--- src/rtl/kws_sample_bridge.sv ---
// Purpose: pad-side audio ingest. Synchronises the async pad strobe/data, tags samples with a channel and buffers them in an FWFT FIFO.
// Latency: a pad strobe first sampled at edge 0 is pushed at edge SYNC_STAGES, so m_valid rises after SYNC_STAGES+1 edges.
// Backpressure: m_ready stalls the FWFT head; a strobe into a full FIFO with no same-cycle pop is dropped and counted.
module kws_sample_bridge #(
    parameter int SAMPLE_W    = 16,
    parameter int NUM_CH      = 1,
    parameter int FIFO_DEPTH  = 16,
    parameter int SYNC_STAGES = 2,
    localparam int CH_W  = (NUM_CH > 1) ? $clog2(NUM_CH) : 1,
    localparam int LVL_W = $clog2(FIFO_DEPTH) + 1
) (
    input  logic                wb_clk_i,
    input  logic                wb_rst_i,
    input  logic [SAMPLE_W-1:0] pad_sample,
    input  logic [CH_W-1:0]     pad_ch,
    input  logic                pad_valid,
    input  logic                enable,
    output logic                m_valid,
    input  logic                m_ready,
    output logic [SAMPLE_W-1:0] m_data,
    output logic [CH_W-1:0]     m_ch,
    output logic [LVL_W-1:0]    fifo_level,
    output logic                overflow,
    output logic [7:0]          drop_cnt,
    input  logic                clear_ovf
);

    localparam int AW = $clog2(FIFO_DEPTH);
    localparam int EW = CH_W + SAMPLE_W;

    // Synchroniser chains: strobe, data and tag travel through identical
    // depths so the data seen at the detected edge belongs to that strobe.
    logic [SYNC_STAGES-1:0] sync_valid_q;
    logic [SAMPLE_W-1:0]    sync_sample_q [SYNC_STAGES];
    logic [CH_W-1:0]        sync_ch_q     [SYNC_STAGES];
    logic                   valid_d_q;

    // With a single channel the tag pins carry no meaning, so force it to 0.
    logic [CH_W-1:0] pad_ch_eff;
    assign pad_ch_eff = (NUM_CH == 1) ? '0 : pad_ch;

    logic [EW-1:0]   mem [FIFO_DEPTH];
    logic [AW:0]     wr_ptr_q;
    logic [AW:0]     rd_ptr_q;
    logic [EW-1:0]   hold_q;
    logic            overflow_q;
    logic [7:0]      drop_cnt_q;

    logic            evt;
    logic            empty;
    logic            full;
    logic            pop;
    logic            push;
    logic            drop;
    logic [EW-1:0]   head;
    logic [EW-1:0]   shown;

    // Pad synchronisers plus the delayed strobe used for rising-edge detection.
    always_ff @(posedge wb_clk_i) begin
        if (wb_rst_i) begin
            sync_valid_q <= '0;
            valid_d_q    <= 1'b0;
            for (int i = 0; i < SYNC_STAGES; i++) begin
                sync_sample_q[i] <= '0;
                sync_ch_q[i]     <= '0;
            end
        end else begin
            sync_valid_q     <= {sync_valid_q[SYNC_STAGES-2:0], pad_valid};
            valid_d_q        <= sync_valid_q[SYNC_STAGES-1];
            sync_sample_q[0] <= pad_sample;
            sync_ch_q[0]     <= pad_ch_eff;
            for (int i = 1; i < SYNC_STAGES; i++) begin
                sync_sample_q[i] <= sync_sample_q[i-1];
                sync_ch_q[i]     <= sync_ch_q[i-1];
            end
        end
    end

    // Push/pop/drop decisions; a pop frees the slot the same-cycle push reuses.
    always_comb begin
        evt   = sync_valid_q[SYNC_STAGES-1] & ~valid_d_q;
        empty = (wr_ptr_q == rd_ptr_q);
        full  = (wr_ptr_q[AW] != rd_ptr_q[AW]) &&
                (wr_ptr_q[AW-1:0] == rd_ptr_q[AW-1:0]);
        pop   = m_valid & m_ready;
        push  = ~wb_rst_i & evt & enable & (~full | pop);
        drop  = ~wb_rst_i & evt & enable & full & ~pop;
        head  = mem[rd_ptr_q[AW-1:0]];
    end

    // Storage array; contents need no reset because pointers gate every read.
    always_ff @(posedge wb_clk_i) begin
        if (push) begin
            mem[wr_ptr_q[AW-1:0]] <= {sync_ch_q[SYNC_STAGES-1], sync_sample_q[SYNC_STAGES-1]};
        end
    end

    // Pointers and the last popped entry, which is shown while the FIFO is empty.
    always_ff @(posedge wb_clk_i) begin
        if (wb_rst_i) begin
            wr_ptr_q <= '0;
            rd_ptr_q <= '0;
            hold_q   <= '0;
        end else begin
            if (push) begin
                wr_ptr_q <= wr_ptr_q + 1'b1;
            end
            if (pop) begin
                rd_ptr_q <= rd_ptr_q + 1'b1;
                hold_q   <= head;
            end
        end
    end

    // Sticky overflow and saturating drop counter; a drop beats a same-cycle clear.
    always_ff @(posedge wb_clk_i) begin
        if (wb_rst_i) begin
            overflow_q <= 1'b0;
            drop_cnt_q <= '0;
        end else if (drop) begin
            overflow_q <= 1'b1;
            if (clear_ovf) begin
                drop_cnt_q <= 8'd1;
            end else if (drop_cnt_q != 8'hFF) begin
                drop_cnt_q <= drop_cnt_q + 8'd1;
            end
        end else if (clear_ovf) begin
            overflow_q <= 1'b0;
            drop_cnt_q <= '0;
        end
    end

    // Outputs depend only on state, so m_ready never reaches m_valid/m_data combinationally.
    always_comb begin
        shown      = empty ? hold_q : head;
        m_valid    = ~empty;
        m_data     = shown[SAMPLE_W-1:0];
        m_ch       = shown[EW-1:SAMPLE_W];
        fifo_level = wr_ptr_q - rd_ptr_q;
        overflow   = overflow_q;
        drop_cnt   = drop_cnt_q;
    end

endmodule

--- config.mk ---
export PLATFORM = sky130hd
export DESIGN_NAME = kws_sample_bridge
export DESIGN_NICKNAME = d
export VERILOG_FILES = /design/src/rtl/kws_sample_bridge.sv
export SDC_FILE = /design/constraint.sdc
export NUM_CORES = 1
export LEC_CHECK = 0
export CORE_MARGIN = 4
export CORE_UTILIZATION = 54
export CTS_CLUSTER_SIZE = 25
export DETAILED_ROUTE_END_ITERATION = 7
export PLACE_DENSITY = 0.79
export SYNTH_ARGS = -nofsm -noshare
export SYNTH_HDL_FRONTEND = slang
export SYNTH_SLANG_ARGS = --single-unit
--- constraint.sdc ---
create_clock -name wb_clk_i -period 2.7 [get_ports wb_clk_i]
set_input_delay 0.405 -clock wb_clk_i [delete_from_list [all_inputs] [get_ports wb_clk_i]]
set_output_delay 0.405 -clock wb_clk_i [all_outputs]
set_load 0.05 [all_outputs]
==> results of run 1 <==
per-layer routing:
layer / up-vias / track usage (%) / part of all wire [%]
li1: 3083 / - / -
met1: 3661 / 29.59 / 35
met2: 423 / 42.52 / 53
met3: 84 / 3.490 / 8.6
met4: 0 / 6.824 / 3.3
met5: - / 0 / 0
registers in the layout, indices dropped and copies added, names as in the netlist, named ones only:
name	count
drop_cnt	8
hold_q	16
sync_valid_q	2
wr_ptr_q	5
valid_d_q	1
sync_sample_q	32
mem	256
overflow	1
rd_ptr_q	5
Yosys cell counts (10+ instances only):
cell / count / area (µm²)
nor2b_1: 37 / 231.5
nor2_1: 41 / 153.9
clkbuf_1: 19 / 71.32
o21ai_0: 33 / 165.2
dfxtp_1: 74 / 1481
a22o_1: 32 / 280.3
inv_1: 14 / 52.55
edfxtp_1: 256 / 7687
ha_1: 10 / 125.1
a21oi_1: 27 / 135.1
mux4_2: 64 / 1441
nand2_1: 43 / 161.4
path summary, 6_finish.rpt:
kind                          end  slack (ns)  cells past startpoint
max                    m_data[12]       -0.19                      7
max reg2reg            mem[11][2]        0.16                      8
min           sync_sample_q[0][5]        0.39                      2
min reg2reg  sync_sample_q[0][31]        0.44                      1
kinds of logic (layout without fill, tap and decap cells):
kind of cell	after synthesis	count (layout)	synth area share, %
buf+inv	52	187	1.726
other cells	1	1	0.02974
simple gates	152	152	6.042
flops	330	330	72.71
compound gates	112	112	5.874
xor+xnor	11	11	0.8831
mux	66	66	11.59
fa+ha+maj	11	11	1.151
report_power, final:
group	internal [µW]	total (µW)	switching (µW)
clock	2400	4260	1870
combinational	198	460	262
sequential	5480	5530	51.8
repair_timing:
action | CTS | global route
setup endpoints to repair | 18 | 22
pin swaps | 3 | 26
cloned | 3 | 4
gates resized for setup | 43 | 23
setup buffers | 10 | 7
per-stage QoR:
step	TNS [ns]	power [µW]	std cells
global route	-3.202	10570	1183
detailed placement	0	6048	1101
CTS	-1.829	10270	1172
floorplan	-1.002	5841	735
global placement	0	6033	1101
finish	-2.115	10250	1183
cell type report:
type	count	area, µm²
clock inverters	15	101.3
fillers	1359	7207
repair buffers	115	1553
clock buffers	43	915.9
inverters	14	52.55
flip-flops and latches	330	9186
well taps	313	391.6
multi-input cells	353	3371
placed cells by master, fill, tap and decap left out, types with 5 or more instances in the layout:
cell type,count
a21oi_1,27
a22o_1,32
buf_12,31
buf_16,5
buf_4,34
buf_6,9
clkbuf_1,7
clkbuf_16,39
clkdlybuf4s50_1,30
clkinv_2,10
dfxtp_1,66
dfxtp_2,5
edfxtp_1,256
ha_1,7
inv_1,12
mux4_2,64
nand2_1,43
nand3_1,6
nor2_1,28
nor2_2,12
nor2b_1,37
o21ai_0,17
o21ai_1,7
o21ai_2,14
xnor2_1,6
==> flow_summary_export.csv, run 1 <==
group,metric,value,unit
routing,detail-route-antenna-nets,0,
routing,drc,0,
clock_tree,cts_buffers,31,
floorplanning,dieArea,0.02586,mm²
floorplanning,die_y,160.8,µm
routing,wl,30.90,mm
worst_setup_path,startpoint_type,"flop",
routing,drt_iter0_markers,714,
status,failed_checks,"setup timing",
synth,ys.flop_type,"edfxtp_1",
worst_setup_path,cp_slowest_cell,"mux4_2",
timing,hold_ws,0.3943,ns
global_route,grtUsageTotal,23.48,%
worst_hold_path,hp-class,"input pin to flop",
status,status,"complete, but fails checks",
cells_and_area,nNetsFinal,879,
clock_tree,cts_root_buf,"clkbuf_16",
synth,ys_seq_area_share,72.71,%
cells_and_area,area_growth,23.47,%
synth,yosysUniqueCellTypes,49,
cells_and_area,design_area,0.01557,mm²
timing,setup_ws,-0.1918,ns
synth,async_flop_share,0,%
job,maxCapViolCount,0,
placed_design,dpl_cell_area,0.01400,mm²
placed_design,dp_slack,0.2341,ns
global_route,grt_pass1_wl,45.73,mm
routing,wl_per_cell,26.12,µm
synth,synth_edf_count,256,
routing,viasPerCell,6.129,
worst_setup_path,timing.rr.start,"rd_ptr_q[1]",
global_route,grt_max_degree,66,
synth,synthCells,735,
cells_and_area,drive_gt1_share,29.31,%
timing,min_period_over_period,107.1,%
placed_design,port_buffers,52,
clock_tree,clk_pin_slew,0.06,ns
worst_setup_path,cp_common_cell,"clkbuf_16",
power_and_ir_drop,peakVddDrop,534.2,µV
worst_setup_path,cpPeakStageDelay,0.51,ns
worst_setup_path,endpoint_kind,"primary output",
floorplanning,pin_count,55,
synth,synth_seq_cells,330,
clock_tree,cts_tree,"done",
clock_tree,clkSinkCount,330,
global_route,globalRouteOverflowTotal,0,
worst_hold_path,worstHoldStart,"pad_sample[5]",
routing,dr.pass1.iters,7,
clock_tree,hold_buffers,0,
synth,syn-num-nets,769,
timing,worstMarginPinSlew,0.7880,ns
timing,max_freq,345.8,MHz
floorplanning,design.core.area,0.02278,mm²
floorplanning,rows,55,
clock_tree,cts_max_level,1,
power_and_ir_drop,power.leakage,0.005104,µW
global_route,antenna_found_initial,0,
worst_setup_path,crit_chain,"clkbuf_16 > clkbuf_16 > mux4_2 > a22o_1 > nor2_1 > o21ai_2 > buf_12",
clock_tree,clkLatencyLatePin,0.57,ns
synth,syn_area,0.01261,mm²
timing,slew_headroom,47.46,%
routing,num_vias,7251,
timing,period_minus_slack,2.892,ns
cells_and_area,post-route-util,68.36,%
timing,rsz0062_at_grt,"yes",
power_and_ir_drop,p_per_area,658.5,mW/mm²
worst_setup_path,critPathBufInv,3,
worst_setup_path,crit_type,"flop to primary output",
worst_setup_path,cp_top_family,"multiplexers",
timing,skew,0.02457,ns
worst_setup_path,worst_ep_arrival_time,2.49,ns
floorplanning,initial_core_util,55.36,%
synth,yosysWarnings,0,
synth,synth.avg_cell_area,17.16,µm²
cells_and_area,diodes,0,
timing,slew_violations,0,
clock_tree,clockBufferDepth,3,
floorplanning,die-width,160.8,µm
placed_design,gp_congestion,0.8268,
worst_setup_path,crit_path_max_fanout,4,
global_route,grt_pass1_vias,7446,
placed_design,dp_hpwl,16.40,mm
timing,setup_violations,16,
worst_setup_path,required,2.30,ns
timing,final-hold-violation-count,0,
No activity file was read; power rests on OpenSTA's default activity.
==> run 2: changes to the inputs <==
--- a/config.mk
+++ b/config.mk
@@ -6,10 +6,10 @@
 export NUM_CORES = 1
 export LEC_CHECK = 0
 export CORE_MARGIN = 4
-export CORE_UTILIZATION = 54
+export CORE_UTILIZATION = 28
 export CTS_CLUSTER_SIZE = 25
 export DETAILED_ROUTE_END_ITERATION = 7
-export PLACE_DENSITY = 0.79
+export PLACE_DENSITY = 0.49
 export SYNTH_ARGS = -nofsm -noshare
 export SYNTH_HDL_FRONTEND = slang
 export SYNTH_SLANG_ARGS = --single-unit
==> run 2 against run 1 <==
The run still ends with setup timing left. Sequential power barely moved. Power is 4.0% higher. Worst hold slack better by 0.037 ns. Cell count grew 25%. Fmax about the same. Critical path depth increased by 1. Register-to-register slack improved by 0.17 ns. Worst setup slack better by 0.0020 ns.
==> flow_summary_export.csv, run 2 (synthesis gave the netlist of run 1 again) <==
group,metric,value,unit
global_route,globalRouteOverflowTotal,0,
clock_tree,clkLatencyLatePin,0.55,ns
cells_and_area,nFillCells,4136,
cells_and_area,area_growth,28.65,%
worst_setup_path,worst_ep_arrival_time,2.48,ns
cells_and_area,final_cell_mix,"edfxtp_1 (256), dfxtp_1 (69), mux4_2 (64), nand2_1 (43), buf_12 (41)",
worst_hold_path,hp-class,"input pin to flop",
clock_tree,clkSinkCount,330,
floorplanning,die_y,220.2,µm
worst_setup_path,crit_path_max_fanout,5,
power_and_ir_drop,peakVddDrop,353.8,µV
floorplanning,rows,77,
routing,drt_iter0_markers,539,
clock_tree,clk_pin_slew,0.06,ns
routing,dr.pass1.iters,4,
floorplanning,die-width,220.2,µm
timing,final-hold-violation-count,0,
timing,slew_violations,0,
timing,min_period_over_period,107.0,%
timing,worstMarginPinSlew,0.8199,ns
placed_design,dp_hpwl,18.42,mm
job,maxCapViolCount,0,
cells_and_area,multi_input_area,0.003448,mm²
power_and_ir_drop,p_per_area,657.5,mW/mm²
worst_setup_path,endpoint_kind,"primary output",
routing,detail-route-antenna-nets,0,
cells_and_area,seq_area,0.009178,mm²
cells_and_area,final_common_cell,"edfxtp_1",
floorplanning,design.core.area,0.04441,mm²
cells_and_area,diodes,0,
global_route,busiest_layer,"met2",
timing,skew,0.03140,ns
timing,setup_violations,16,
global_route,grt_pass1_vias,6973,
global_route,grt_max_degree,66,
routing,wl_per_cell,20.89,µm
global_route,antenna_found_initial,0,
timing,max_freq,346.0,MHz
worst_setup_path,startpoint_type,"flop",
global_route,grt_pass1_wl,45.81,mm
routing,drc,0,
timing,slew_headroom,45.34,%
placed_design,dpl_cell_area,0.01458,mm²
worst_setup_path,crit_type,"flop to primary output",
timing,rsz0062_at_grt,"yes",
cells_and_area,largest_register_ffs,256,
cells_and_area,drive_gt1_share,31.04,%
global_route,grtUsageTotal,12.82,%
status,failed_checks,"setup timing",
global_route,grtUsageMet3,2.417,%
worst_setup_path,required,2.30,ns
cells_and_area,nNetsFinal,892,
cells_and_area,design_area,0.01622,mm²
global_route,use_met2,20.00,%
floorplanning,dieArea,0.04850,mm²
global_route,grt_use_met1,18.47,%
clock_tree,cts_buffers,36,
routing,viasPerCell,4.656,
clock_tree,cts_tree,"done",
clock_tree,clockBufferDepth,3,
timing,setup_ws,-0.1898,ns
routing,num_vias,6881,
floorplanning,pin_count,55,
placed_design,gp_congestion,0.7641,
power_and_ir_drop,power.leakage,0.005170,µW
timing,hold_ws,0.4312,ns
clock_tree,cts_root_buf,"clkbuf_16",
routing,wl,30.87,mm
clock_tree,hold_buffers,0,
timing,period_minus_slack,2.890,ns
clock_tree,cts_max_level,2,
floorplanning,initial_core_util,28.39,%
placed_design,port_buffers,52,
status,status,"complete, but fails checks",
-- run 2: changes by cell type in the layout (fill, tap and decap cells not counted), moves of 5 or more --
| cell | delta |
|---|---|
| nor2_1 | -11 |
| buf_12 | +10 |
| clkinv_2 | -5 |
| buf_4 | +6 |
| nor2_2 | +10 |
| buf_6 | -5 |
-- run 2: per-layer routing --
layer / share of wire [%] / wire, µm
met1: 47 / 14380
met2: 46 / 14340
met3: 5.5 / 1689
met4: 1.5 / 466
met5: 0 / 0
-- run 2: layout make-up --
| cell class | instances | area share [%] |
|---|---|---|
| tap | 592 | 4.565 |
| clock buffer | 51 | 6.277 |
| clock inverter | 15 | 0.7249 |
| multi-input combinational | 353 | 21.25 |
| inverter | 14 | 0.3239 |
| sequential | 330 | 56.57 |
| timing repair buffer | 123 | 10.29 |
-- run 2: final timing paths --
path | to | depth (start not counted) | from | slack, ns
setup / recovery | m_data[10] | 8 | flop | -0.19
hold / removal | sync_sample_q[0][4] | 2 | pad_sample[4] | 0.43
setup reg to reg | mem[9][12] | 8 | rd_ptr_q[3] | 0.33
hold reg to reg | sync_sample_q[0][26] | 1 | sync_sample_q[0][10] | 0.43
-- run 2: through the flow --
step | total power, µW | worst slack [ns] | cells | util [%] | setup TNS [ns]
floorplan | 5841 | -0.1355 | 735 | - | -1.002
global placement | 6083 | 0.2371 | 1394 | 32.83 | 0
detailed placement | 6086 | 0.2331 | 1394 | 32.83 | 0
CTS | 10800 | -0.2124 | 1476 | 36.25 | -2.388
global route | 11050 | -0.2469 | 1478 | 36.53 | -3.037
finish | 10670 | -0.1898 | 1478 | 36.53 | -1.725
-- run 2: critical path: stages, from the launching register on --
cell and delay [ns]:
dfxtp_4 0.42, buf_12 0.16, buf_12 0.12, buf_6 0.09
mux4_2 0.47, a22o_1 0.26, nor2_1 0.16, o21ai_2 0.11
buf_12 0.16
-- run 2: power by group --
| group | leakage [µW] | internal, µW | total, µW | switching, µW |
|---|---|---|---|---|
| clock network | 0.000546 | 2660 | 4650 | 1990 |
| registers | 0.00282 | 5490 | 5540 | 51.7 |
| logic | 0.00181 | 209 | 481 | 273 |
-- run 2: repair_timing --
action	4_1_cts	5_1_grt
pin swaps	24	22
resized for setup	38	29
setup endpoints to repair	17	17
buffers inserted	11	2
gates cloned	5	0
